File: config.mk
export PLATFORM = sky130hd
export DESIGN_NAME = mem_cmd_seq_flat
export DESIGN_NICKNAME = d
export VERILOG_FILES = /design/src/rtl/mem_cmd_seq_pkg.sv /design/src/rtl/mem_cmd_seq_if.sv /design/src/rtl/mem_cmd_fifo.sv /design/src/rtl/mem_cmd_seq.sv /design/src/flat_wrapper.sv
export SDC_FILE = /design/constraint.sdc
export NUM_CORES = 1
export LEC_CHECK = 0
export CORE_ASPECT_RATIO = 1.75
export CORE_MARGIN = 4
export CORE_UTILIZATION = 30
export CTS_CLUSTER_SIZE = 30
export DETAILED_ROUTE_END_ITERATION = 6
export DONT_BUFFER_PORTS = 1
export SYNTH_ARGS = -nofsm -noshare
export SYNTH_HDL_FRONTEND = slang
export SYNTH_SLANG_ARGS = --single-unit
File: constraint.sdc
create_clock -name clk -period 2 [get_ports clk]
set_input_delay 0.4 -clock clk [delete_from_list [all_inputs] [get_ports clk]]
set_output_delay 0.4 -clock clk [all_outputs]
set_load 0.1 [all_outputs]
File: src/rtl/mem_cmd_seq_pkg.sv
`default_nettype none
// ============================================================================
// mem_seq_pkg : shared types and constants for the memory command sequencer
// Rev 1.0
// ============================================================================
package mem_seq_pkg;

    localparam int ADDR_W_DEF = 12;
    localparam int DATA_W_DEF = 8;

    localparam logic OP_RD = 1'b0;
    localparam logic OP_WR = 1'b1;

    typedef enum logic [1:0] {
        IDLE  = 2'd0,
        ISSUE = 2'd1,
        WAIT  = 2'd2
    } seq_state_e;

endpackage
`default_nettype wire

File: src/rtl/mem_cmd_seq_if.sv
`default_nettype none
// ============================================================================
// mem_cmd_seq_if : request, response and memory-pin bundle of the sequencer
// Rev 1.0
// ============================================================================
interface mem_cmd_seq_if #(
    parameter int ADDR_W = mem_seq_pkg::ADDR_W_DEF,
    parameter int DATA_W = mem_seq_pkg::DATA_W_DEF
);
    logic              req_valid;
    logic              req_ready;
    logic              req_wr;
    logic [ADDR_W-1:0] req_addr;
    logic [DATA_W-1:0] req_wdata;

    logic              rsp_valid;
    logic              rsp_ready;
    logic [ADDR_W-1:0] rsp_addr;
    logic [DATA_W-1:0] rsp_rdata;

    logic              mem_cen;
    logic              mem_rd;
    logic              mem_wr;
    logic [ADDR_W-1:0] mem_add;
    logic [DATA_W-1:0] mem_din;
    logic [DATA_W-1:0] mem_dout;

    logic              busy;

    // The sequencer is the slave of this bundle
    modport slave (
        input  req_valid, req_wr, req_addr, req_wdata, rsp_ready, mem_dout,
        output req_ready, rsp_valid, rsp_addr, rsp_rdata,
               mem_cen, mem_rd, mem_wr, mem_add, mem_din, busy
    );

    modport master (
        output req_valid, req_wr, req_addr, req_wdata, rsp_ready, mem_dout,
        input  req_ready, rsp_valid, rsp_addr, rsp_rdata,
               mem_cen, mem_rd, mem_wr, mem_add, mem_din, busy
    );
endinterface
`default_nettype wire

File: src/rtl/mem_cmd_fifo.sv
`default_nettype none
// ============================================================================
// mem_cmd_fifo : small synchronous in-order request FIFO
// Rev 1.0
// ============================================================================
module mem_cmd_fifo #(
    parameter int WIDTH = 21,
    parameter int DEPTH = 4
) (
    input  logic                     clk,
    input  logic                     rst,
    input  logic                     push,
    input  logic [WIDTH-1:0]         wdata,
    input  logic                     pop,
    output logic [WIDTH-1:0]         rdata,
    output logic                     full,
    output logic                     empty,
    output logic [$clog2(DEPTH):0]   count
);
    localparam int PTR_W = $clog2(DEPTH);
    localparam int CNT_W = $clog2(DEPTH) + 1;

    logic [WIDTH-1:0] mem_q [DEPTH];
    logic [PTR_W-1:0] wr_ptr_q, wr_ptr_d;
    logic [PTR_W-1:0] rd_ptr_q, rd_ptr_d;
    logic [CNT_W-1:0] count_q, count_d;
    logic             push_ok, pop_ok;

    assign full    = (count_q == CNT_W'(DEPTH));
    assign empty   = (count_q == '0);
    assign count   = count_q;
    assign rdata   = mem_q[rd_ptr_q];
    assign push_ok = push && !full;
    assign pop_ok  = pop && !empty;

    always_comb begin
        wr_ptr_d = wr_ptr_q;
        rd_ptr_d = rd_ptr_q;
        count_d  = count_q;
        if (push_ok) wr_ptr_d = wr_ptr_q + PTR_W'(1);
        if (pop_ok)  rd_ptr_d = rd_ptr_q + PTR_W'(1);
        case ({push_ok, pop_ok})
            2'b10:   count_d = count_q + CNT_W'(1);
            2'b01:   count_d = count_q - CNT_W'(1);
            default: count_d = count_q;
        endcase
    end

    always_ff @(posedge clk or posedge rst) begin
        if (rst) begin
            wr_ptr_q <= '0;
            rd_ptr_q <= '0;
            count_q  <= '0;
        end else begin
            wr_ptr_q <= wr_ptr_d;
            rd_ptr_q <= rd_ptr_d;
            count_q  <= count_d;
        end
    end

    // Storage needs no reset; occupancy is tracked by count_q alone
    always_ff @(posedge clk) begin
        if (push_ok) mem_q[wr_ptr_q] <= wdata;
    end

endmodule
`default_nettype wire

File: src/rtl/mem_cmd_seq.sv
`default_nettype none
// ============================================================================
// mem_cmd_seq : buffers read/write requests and issues them to a 4K x 8 macro
// Rev 1.0
// ============================================================================
module mem_cmd_seq
    import mem_seq_pkg::*;
#(
    parameter int ADDR_W     = ADDR_W_DEF,
    parameter int DATA_W     = DATA_W_DEF,
    parameter int FIFO_DEPTH = 4,
    parameter int RD_LAT     = 1
) (
    input  logic         clk,
    input  logic         rst,
    mem_cmd_seq_if.slave bus
);
    localparam int ENTRY_W = 1 + ADDR_W + DATA_W;
    localparam int CNT_W   = $clog2(FIFO_DEPTH) + 1;
    localparam int LAT_W   = $clog2(RD_LAT + 1);
    localparam logic [LAT_W-1:0] LAT_LOAD = LAT_W'(RD_LAT);
    localparam logic [LAT_W-1:0] LAT_LAST = LAT_W'(1);

    seq_state_e        state_q, state_d;
    logic [LAT_W-1:0]  lat_cnt_q, lat_cnt_d;
    logic              mem_cen_q, mem_cen_d;
    logic              mem_rd_q, mem_rd_d;
    logic              mem_wr_q, mem_wr_d;
    logic [ADDR_W-1:0] mem_add_q, mem_add_d;
    logic [DATA_W-1:0] mem_din_q, mem_din_d;
    logic              rsp_valid_q, rsp_valid_d;
    logic [ADDR_W-1:0] rsp_addr_q, rsp_addr_d;
    logic [DATA_W-1:0] rsp_rdata_q, rsp_rdata_d;

    logic               fifo_push, fifo_pop, fifo_full, fifo_empty;
    logic [ENTRY_W-1:0] fifo_wdata, fifo_rdata;
    logic [CNT_W-1:0]   fifo_count;
    logic               head_wr;
    logic [ADDR_W-1:0]  head_addr;
    logic [DATA_W-1:0]  head_data;
    logic               rsp_free, capture;

    assign fifo_wdata = {bus.req_wr, bus.req_addr, bus.req_wdata};
    assign fifo_push  = bus.req_valid && !fifo_full;
    assign fifo_pop   = (state_q == ISSUE);
    assign {head_wr, head_addr, head_data} = fifo_rdata;
    // A read may only go out if its response has somewhere to land
    assign rsp_free   = !rsp_valid_q || bus.rsp_ready;
    assign capture    = (state_q == WAIT) && (lat_cnt_q == LAT_LAST);

    mem_cmd_fifo #(
        .WIDTH (ENTRY_W),
        .DEPTH (FIFO_DEPTH)
    ) u_fifo (
        .clk   (clk),
        .rst   (rst),
        .push  (fifo_push),
        .wdata (fifo_wdata),
        .pop   (fifo_pop),
        .rdata (fifo_rdata),
        .full  (fifo_full),
        .empty (fifo_empty),
        .count (fifo_count)
    );

    always_ff @(posedge clk or posedge rst) begin
        if (rst) state_q <= IDLE;
        else     state_q <= state_d;
    end

    always_comb begin
        state_d = state_q;
        case (state_q)
            IDLE:    if (!fifo_empty && (head_wr == OP_WR || rsp_free)) state_d = ISSUE;
            ISSUE:   state_d = (head_wr == OP_WR) ? IDLE : WAIT;
            WAIT:    if (lat_cnt_q == LAT_LAST) state_d = IDLE;
            default: state_d = IDLE;
        endcase
    end

    // Memory pins are registered, so they are derived from the state being entered
    always_comb begin
        mem_cen_d   = 1'b1;
        mem_rd_d    = 1'b0;
        mem_wr_d    = 1'b0;
        mem_add_d   = mem_add_q;
        mem_din_d   = '0;
        lat_cnt_d   = lat_cnt_q;
        rsp_valid_d = rsp_valid_q;
        rsp_addr_d  = rsp_addr_q;
        rsp_rdata_d = rsp_rdata_q;

        if (state_d == ISSUE) begin
            mem_cen_d = 1'b0;
            mem_add_d = head_addr;
            if (head_wr == OP_WR) begin
                mem_wr_d  = 1'b1;
                mem_din_d = head_data;
            end else begin
                mem_rd_d  = 1'b1;
            end
        end

        if (state_q == ISSUE && head_wr == OP_RD) lat_cnt_d = LAT_LOAD;
        else if (state_q == WAIT)                 lat_cnt_d = lat_cnt_q - LAT_LAST;

        if (capture) begin
            rsp_valid_d = 1'b1;
            rsp_addr_d  = mem_add_q;
            rsp_rdata_d = bus.mem_dout;
        end else if (rsp_valid_q && bus.rsp_ready) begin
            rsp_valid_d = 1'b0;
        end
    end

    always_ff @(posedge clk or posedge rst) begin
        if (rst) begin
            lat_cnt_q   <= '0;
            mem_cen_q   <= 1'b1;
            mem_rd_q    <= 1'b0;
            mem_wr_q    <= 1'b0;
            mem_add_q   <= '0;
            mem_din_q   <= '0;
            rsp_valid_q <= 1'b0;
            rsp_addr_q  <= '0;
            rsp_rdata_q <= '0;
        end else begin
            lat_cnt_q   <= lat_cnt_d;
            mem_cen_q   <= mem_cen_d;
            mem_rd_q    <= mem_rd_d;
            mem_wr_q    <= mem_wr_d;
            mem_add_q   <= mem_add_d;
            mem_din_q   <= mem_din_d;
            rsp_valid_q <= rsp_valid_d;
            rsp_addr_q  <= rsp_addr_d;
            rsp_rdata_q <= rsp_rdata_d;
        end
    end

    assign bus.req_ready = !fifo_full;
    assign bus.rsp_valid = rsp_valid_q;
    assign bus.rsp_addr  = rsp_addr_q;
    assign bus.rsp_rdata = rsp_rdata_q;
    assign bus.mem_cen   = mem_cen_q;
    assign bus.mem_rd    = mem_rd_q;
    assign bus.mem_wr    = mem_wr_q;
    assign bus.mem_add   = mem_add_q;
    assign bus.mem_din   = mem_din_q;
    assign bus.busy      = (fifo_count != '0) || (state_q != IDLE);

endmodule
`default_nettype wire

File: src/flat_wrapper.sv
// flat-port wrapper written by rule: the top's interface ports become plain ports
module mem_cmd_seq_flat import mem_seq_pkg::*;
#(
    parameter int ADDR_W     = ADDR_W_DEF,
    parameter int DATA_W     = DATA_W_DEF,
    parameter int FIFO_DEPTH = 4,
    parameter int RD_LAT     = 1
)
  (clk, rst, bus_req_valid, bus_req_wr, bus_req_addr, bus_req_wdata, bus_rsp_ready, bus_mem_dout, bus_req_ready, bus_rsp_valid, bus_rsp_addr, bus_rsp_rdata, bus_mem_cen, bus_mem_rd, bus_mem_wr, bus_mem_add, bus_mem_din, bus_busy);
  mem_cmd_seq_if #(.ADDR_W(ADDR_W), .DATA_W(DATA_W)) bus_i ();
  input  logic clk;
  input  logic rst;
  input wire logic [$bits(bus_i.req_valid)-1:0] bus_req_valid;
  input wire logic [$bits(bus_i.req_wr)-1:0] bus_req_wr;
  input wire logic [$bits(bus_i.req_addr)-1:0] bus_req_addr;
  input wire logic [$bits(bus_i.req_wdata)-1:0] bus_req_wdata;
  input wire logic [$bits(bus_i.rsp_ready)-1:0] bus_rsp_ready;
  input wire logic [$bits(bus_i.mem_dout)-1:0] bus_mem_dout;
  output wire logic [$bits(bus_i.req_ready)-1:0] bus_req_ready;
  output wire logic [$bits(bus_i.rsp_valid)-1:0] bus_rsp_valid;
  output wire logic [$bits(bus_i.rsp_addr)-1:0] bus_rsp_addr;
  output wire logic [$bits(bus_i.rsp_rdata)-1:0] bus_rsp_rdata;
  output wire logic [$bits(bus_i.mem_cen)-1:0] bus_mem_cen;
  output wire logic [$bits(bus_i.mem_rd)-1:0] bus_mem_rd;
  output wire logic [$bits(bus_i.mem_wr)-1:0] bus_mem_wr;
  output wire logic [$bits(bus_i.mem_add)-1:0] bus_mem_add;
  output wire logic [$bits(bus_i.mem_din)-1:0] bus_mem_din;
  output wire logic [$bits(bus_i.busy)-1:0] bus_busy;
  assign bus_i.req_valid = bus_req_valid;
  assign bus_i.req_wr = bus_req_wr;
  assign bus_i.req_addr = bus_req_addr;
  assign bus_i.req_wdata = bus_req_wdata;
  assign bus_i.rsp_ready = bus_rsp_ready;
  assign bus_i.mem_dout = bus_mem_dout;
  assign bus_req_ready = bus_i.req_ready;
  assign bus_rsp_valid = bus_i.rsp_valid;
  assign bus_rsp_addr = bus_i.rsp_addr;
  assign bus_rsp_rdata = bus_i.rsp_rdata;
  assign bus_mem_cen = bus_i.mem_cen;
  assign bus_mem_rd = bus_i.mem_rd;
  assign bus_mem_wr = bus_i.mem_wr;
  assign bus_mem_add = bus_i.mem_add;
  assign bus_mem_din = bus_i.mem_din;
  assign bus_busy = bus_i.busy;
  mem_cmd_seq #(.ADDR_W(ADDR_W), .DATA_W(DATA_W), .FIFO_DEPTH(FIFO_DEPTH), .RD_LAT(RD_LAT)) u_core (.clk(clk), .rst(rst), .bus(bus_i));
endmodule
==> results of run 1 <==
==> cell type report <==
cell class / count / area (sq um)
Fill cell: 1589 / 10660
Timing Repair Buffer: 30 / 290.3
Tap cell: 227 / 284.0
Clock inverter: 14 / 151.4
Inverter: 10 / 37.54
Multi-Input combinational cell: 102 / 1292
Sequential cell: 138 / 3877
Clock buffer: 18 / 429.2
==> synthesized netlist by cell type <==
cell type,number,area (sq um)
xnor2_1,4,35.03
mux2_4,8,120.1
clkbuf_1,5,18.77
edfxtp_1,84,2522
and3_1,12,75.07
a21o_1,1,7.510
nor3_1,3,15.01
buf_1,1,3.750
dfstp_2,1,26.28
o22ai_1,1,6.260
ha_1,5,62.56
xor2_1,2,17.52
nand2_1,3,11.26
fa_1,1,20.02
buf_2,2,10.01
nor2_1,3,11.26
mux2_2,25,281.5
a311oi_4,1,26.28
nand2b_1,4,25.02
and3_4,1,11.26
mux2i_1,4,40.04
nor2b_1,1,6.260
buf_8,1,15.01
dfrtp_1,53,1326
nand3b_1,1,7.510
nand3_1,1,5.000
buf_4,1,7.510
inv_1,10,37.54
and2_1,1,6.260
mux4_2,20,450.4
==> flip-flops by register name (all words and copies together), names as in the netlist <==
name and count:
u_core.u_fifo.mem_q 84, u_core.bus.mem_add 12, u_core.bus.rsp_addr 12, u_core.bus.mem_din 8
u_core.bus.rsp_rdata 8, u_core.u_fifo.count 3, u_core.state_q 2, u_core.u_fifo.rd_ptr_q 2
u_core.u_fifo.wr_ptr_q 2, u_core.bus.mem_cen 1, u_core.bus.mem_rd 1, u_core.bus.mem_wr 1
u_core.bus.rsp_valid 1, u_core.lat_cnt_q 1
==> worst max-delay path by stage <==
stage | to | slack, ns | cells after the start
floorplan | u_core.u_fifo.count[2]$_DFFE_PP0P_ | -0.09 | 10
global placement | u_core.u_fifo.count[2]$_DFFE_PP0P_ | 0.10 | 8
detailed placement | u_core.u_fifo.count[2]$_DFFE_PP0P_ | -0.03 | 8
CTS | u_core.u_fifo.count[2]$_DFFE_PP0P_ | 0.003 | 8
global route | u_core.u_fifo.count[2]$_DFFE_PP0P_ | -0.01 | 10
finish | bus_busy | 0.09 | 3
==> worst max-delay path: cells and delay by family (launching register included) <==
family,cells,cell delay [ns]
and+or+nand+nor,2,0.40
DFF,1,0.44
buffers and inverters,1,0.25
==> metrics by stage <==
stage,instance area (sq um),hold slack [ns],cells,setup slack (ns)
2_1_floorplan,5243,0.4728,260,-0.08870
4_1_cts,6347,0.06026,539,0.003241
3_3_place_gp,5752,0.3641,506,0.1029
3_5_place_dp,5752,0.3711,506,-0.03475
5_1_grt,6362,0.05451,539,-0.01299
6_report,6362,0.07861,539,0.08623
==> cells by family (layout without fill, tap and decap cells) <==
group / after synthesis / in the layout / synth area share (%)
AOI/OAI and AO/OA: 3 / 3 / 0.7689
xor gates and xnor gates: 6 / 6 / 1.009
adders and majority gates: 6 / 6 / 1.585
buffers and inverters: 20 / 72 / 1.778
DFF: 138 / 138 / 74.39
muxes: 57 / 57 / 17.13
and+or+nand+nor: 30 / 30 / 3.339
==> routing by layer <==
metal	GRT usage, %	wire length [um]
met1	11.88	3569
met5	0	0
met3	4.071	587
met4	4.398	190
met2	18.62	5218
==> repair_timing <==
| item | in CTS | in global routing |
|---|---|---|
| hold endpoints to repair | 53 | 0 |
| resized for setup | 1 | 4 |
| cloned | 0 | 0 |
| endpoints found under the setup margin | 2 | 2 |
| hold buffers | 1 | 0 |
| pin swaps | 0 | 2 |
==> summary.txt, run 1 <==
Flow run
  – Maxcap violations: 0

Timing
  – Slew Limit Fails: 0
  – Worst Skew: 0.01078 ns
  – Post-route clock period utilization: 95.69%
  – Fmax: 522.5 MHz
  – # setup viols final: 0
  – Max-slew headroom: 33.98%
  – Worst slew pin tran: 0.9903 ns
  – Final hold viol count: 0
  – Setup TNS: 0 ns
  – Min Clock Period, post-route: 1.914 ns
  – RSZ-0062 raised after global routing: true

GRT
  – Grt total ovfl: 0
  – Pin count of the biggest net entering global routing: 55
  – GRT Total Usage: 10.82%
  – First-pass GRT wire length: 15,780 um
  – Initial antenna violation count: 0
  – Vias in the first global route: 2,707

Setup path
  – Endpoint type of the worst setup path: output port
  – Setup CP Type: register to output port
  – Slowest stage cell on the critical path: dfrtp_2
  – Worst-case reg-to-reg path depth: 10
  – Crit-path cells: nor3_4, nand2_1, buf_4
  – Worst endpoint required time: 1.60 ns
  – R2r startpoint: u_core.u_fifo.count[0]$_DFFE_PP0P_
  – Reg2Reg Setup Slack: 0.12 ns
  – Crit path max fanout: 4
  – CP peak stage delay: 0.44 ns
  – Crit path DAT: 1.51 ns
  – R2r endpoint: u_core.u_fifo.count[2]$_DFFE_PP0P_
  – Critical Path Start: u_core.u_fifo.count[0]$_DFFE_PP0P_
  – Startpoint Class: register

Routing
  – Final WL: 9565 um
  – DR DRC count: 0
  – Initial DRT Pass Iterations: 4
  – Wire length per cell: 17.75 um
  – Vias/cell: 4.360
  – Post-route ant nets: 0
  – Routed vias: 2,350
  – Starting DRT DRC Count: 118

Synth
  – Netlist cell types: 30
  – Post-Syn Nets: 299
  – Mapped Area: 5209 sq um
  – Syn avg cell area: 20.03 sq um
  – Yosys synthesis warning count: 0
  – Yosys reg bits: 138
  – Seq/Total Area, Yosys: 74.39%
  – Cells after synthesis: 260

Clocking
  – CTS H-Tree Depth: 4
  – CTS tree: built
  – Reg clk slew, reported paths: 0.07 ns
  – CTS Buffer Depth: 2
  – Root buf cell: clkbuf_16
  – Postcts setup bufs: 0
  – Clk_lat worst skew: 0.41 ns
  – Inserted Clock Buffers: 17
  – Number of clock sinks: 138

Cells and area
  – Final core occ: 37.37%
  – Commonest non-fill, non-tap cell in the layout: edfxtp_1
  – Diodes inserted: 0
  – Layout area overhead: 22.15%
  – Layout cells sized above 1: 41.67%
  – # nets final: 338
  – Most frequent cells in the layout: edfxtp_1 (84), dfrtp_1 (51), mux2_2 (25)

Placed design
  – Number of port buffers: 0
  – Detailed placement HPWL: 6468 um
  – GP Congestion: 0.6874

Hold path
  – Hold-critical path endpoint: u_core.u_fifo.mem_q[0][19]$_DFFE_PP_
  – Hold Path Depth: 0
  – Hold Crit Start: bus_req_addr[11]
  – Worst Hold Class: primary input to register

Floorplanning
  – FP Rows: 63
  – I/O pin cnt: 79
  – Initial Util: 30.59%
  – Die Span Y: 182.3 um
  – Core area: 17,030 sq um
  – Chip width: 107.6 um
  – Die footprint: 19,620 sq um

Outcome
  – Outcome: complete, no violations
Power of run 1 is left out: the tool's default activity adds up to more than one toggle a clock period on the data nets, which glitch-free logic cannot reach.
==> inputs of run 2 (changes only) <==
--- a/config.mk
+++ b/config.mk
@@ -7,7 +7,7 @@
 export LEC_CHECK = 0
 export CORE_ASPECT_RATIO = 1.75
 export CORE_MARGIN = 4
-export CORE_UTILIZATION = 30
+export CORE_UTILIZATION = 40
 export CTS_CLUSTER_SIZE = 30
 export DETAILED_ROUTE_END_ITERATION = 6
 export DONT_BUFFER_PORTS = 1
==> run 2 against run 1 <==
  * Sequential cell count is the same
  * Non-clock buffer count is the same
  * Worst setup slack gained 0.0091 ns
  * Utilization grew 12 points
  * Register-to-register slack gained 0.04 ns
  * Cell count shrank 11%
  * Clock skew shrank 0.0039 ns
  * First-iteration DRC count grew 16%
  * Hold slack gained 0.0081 ns
  * Via count grew 0.94%
  * Critical endpoint unchanged
  * Largest cell class unchanged
  * Highest routed layer unchanged
==> summary.txt, run 2 (synthesis gave the netlist of run 1 again) <==
Clocking
  – Clk_lat worst skew: 0.41 ns (about the same)
  – Inserted Clock Buffers: 17 (unchanged)
  – Postcts setup bufs: 0 (unchanged)
  – CTS tree: built (unchanged)
  – Root buf cell: clkbuf_16 (unchanged)
  – CTS H-Tree Depth: 4 (unchanged)
  – Number of clock sinks: 138 (unchanged)
  – CTS Buffer Depth: 2 (unchanged)
  – Reg clk slew, reported paths: 0.06 ns (was 0.07 ns)

Floorplanning
  – Die footprint: 14,980 sq um (was 19,620 sq um)
  – Chip width: 94.26 um (was 107.6 um)
  – Core area: 12,630 sq um (was 17,030 sq um)
  – FP Rows: 54 (was 63)
  – I/O pin cnt: 79 (unchanged)
  – Die Span Y: 159.0 um (was 182.3 um)
  – Initial Util: 41.23% (was 30.59%)

GRT
  – GRT Total Usage: 13.41% (was 10.82%)
  – Vias in the first global route: 2,626 (was 2,707)
  – First-pass GRT wire length: 14,570 um (was 15,780 um)
  – Pin count of the biggest net entering global routing: 22 (was 55)
  – Grt total ovfl: 0 (unchanged)
  – Initial antenna violation count: 0 (unchanged)

Routing
  – Wire length per cell: 19.14 um (was 17.75 um)
  – Routed vias: 2,372 (was 2,350)
  – Starting DRT DRC Count: 137 (was 118)
  – Vias/cell: 4.942 (was 4.360)
  – Post-route ant nets: 0 (unchanged)
  – Final WL: 9185 um (was 9565 um)
  – DR DRC count: 0 (unchanged)
  – Initial DRT Pass Iterations: 4 (unchanged)

Timing
  – Slew Limit Fails: 0 (unchanged)
  – Final hold viol count: 0 (unchanged)
  – Post-route clock period utilization: 95.23% (was 95.69%)
  – Setup TNS: 0 ns (unchanged)
  – Worst slew pin tran: 0.9536 ns (was 0.9903 ns)
  – Hold WS: 0.08668 ns (was 0.07861 ns)
  – Min Clock Period, post-route: 1.905 ns (was 1.914 ns)
  – # setup viols final: 0 (unchanged)
  – Fmax: 525.0 MHz (was 522.5 MHz)
  – Worst Skew: 0.006891 ns (was 0.01078 ns)
  – Max-slew headroom: 36.43% (was 33.98%)
  – RSZ-0062 raised after global routing: false (was true)

Setup path
  – Crit-path cells: nor3_2, nand2_1, buf_4 (was nor3_4, nand2_1, buf_4)
  – CP peak stage delay: 0.44 ns (about the same)
  – Slowest stage cell on the critical path: dfrtp_1 (was dfrtp_2)
  – Crit path max fanout: 4 (unchanged)
  – Startpoint Class: register (unchanged)
  – Worst endpoint required time: 1.60 ns (about the same)
  – Setup CP Type: register to output port (unchanged)
  – Endpoint type of the worst setup path: output port (unchanged)
  – Reg2Reg Setup Slack: 0.16 ns (was 0.12 ns)
  – Crit path DAT: 1.50 ns (was 1.51 ns)

Cells and area
  – Max reg flops: 84 (unchanged)
  – Diodes inserted: 0 (unchanged)
  – Final core occ: 49.47% (was 37.37%)
  – Layout cells sized above 1: 41.67% (unchanged)
  – Commonest non-fill, non-tap cell in the layout: edfxtp_1 (unchanged)
  – Most flops, register: u_core.u_fifo.mem_q (unchanged)
  – # nets final: 338 (unchanged)
  – Layout area overhead: 19.99% (was 22.15%)
  – Most frequent cells in the layout: edfxtp_1 (84), dfrtp_1 (51), mux2_2 (25), buf_4 (25), mux4_2 (20) (was edfxtp_1 (84), dfrtp_1 (51), mux2_2 (25))

Placed design
  – Number of port buffers: 0 (unchanged)
  – Detailed placement HPWL: 6419 um (was 6468 um)
  – GP Congestion: 0.7290 (was 0.6874)

Hold path
  – Worst Hold Class: primary input to register (unchanged)

Flow run
  – Maxcap violations: 0 (unchanged)

Outcome
  – Outcome: complete, no violations (unchanged)
-- run 2: timing repair --
action | 4_1_cts | 5_1_grt
hold buffers | 1 | 0
endpoints found under the setup margin | 1 | 1
resized for setup | 1 | 1
endpoints found under the hold margin | 18 | 0
-- run 2: worst paths after layout --
path | startpoint | end | cells past startpoint
min in group asynchronous | rst | u_core.bus.rsp_valid$_DFFE_PP0P_ | 2
worst min-delay path | bus_req_addr[2] | u_core.u_fifo.mem_q[0][10]$_DFFE_PP_ | 0
worst min register to register | u_core.u_fifo.count[0]$_DFFE_PP0P_ | u_core.u_fifo.count[0]$_DFFE_PP0P_ | 1
worst max-delay path | u_core.u_fifo.count[2]$_DFFE_PP0P_ | bus_busy | 3
worst max register to register | u_core.state_q[1]$_DFF_PP0_ | u_core.u_fifo.count[2]$_DFFE_PP0P_ | 8
max in group asynchronous | rst | u_core.u_fifo.rd_ptr_q[0]$_DFFE_PP0P_ | 3
-- run 2: area by class of cell --
type	count	area (sq um)
clock buffer	19	475.5
clock inverter	13	90.09
fill	1052	6385
inverter	10	37.54
multi-input combinational	102	1281
sequential	138	3877
tap	168	210.2
timing repair buffer	30	277.8
-- run 2: stage by stage --
stage | instance area, sq um | setup slack (ns) | instances
2_1_floorplan | 5243 | -0.08870 | 260
3_3_place_gp | 5667 | 0.1097 | 447
3_5_place_dp | 5667 | 0.09846 | 447
4_1_cts | 6247 | 0.07957 | 480
5_1_grt | 6250 | 0.008463 | 480
6_report | 6250 | 0.09535 | 480
-- run 2: worst max-delay path: cells and delay by family, from the launching register on --
family / cells / cell delay, ns
buffers and inverters: 1 / 0.25
flip-flops: 1 / 0.44
AND/OR/NAND/NOR: 2 / 0.42
-- run 2: metal layers --
metal  GRT usage (%)  vias to the layer above  share of wire [%]  wire, um
met3           5.201                       10                6.1       558
met5               0                        -                  0         0
met4           5.128                        0                1.4       129
met2           22.93                       64                 56      5133
met1           14.81                     1233                 37      3364
li1                -                     1065                  -         -
Power of run 2 is left out for the same reason.
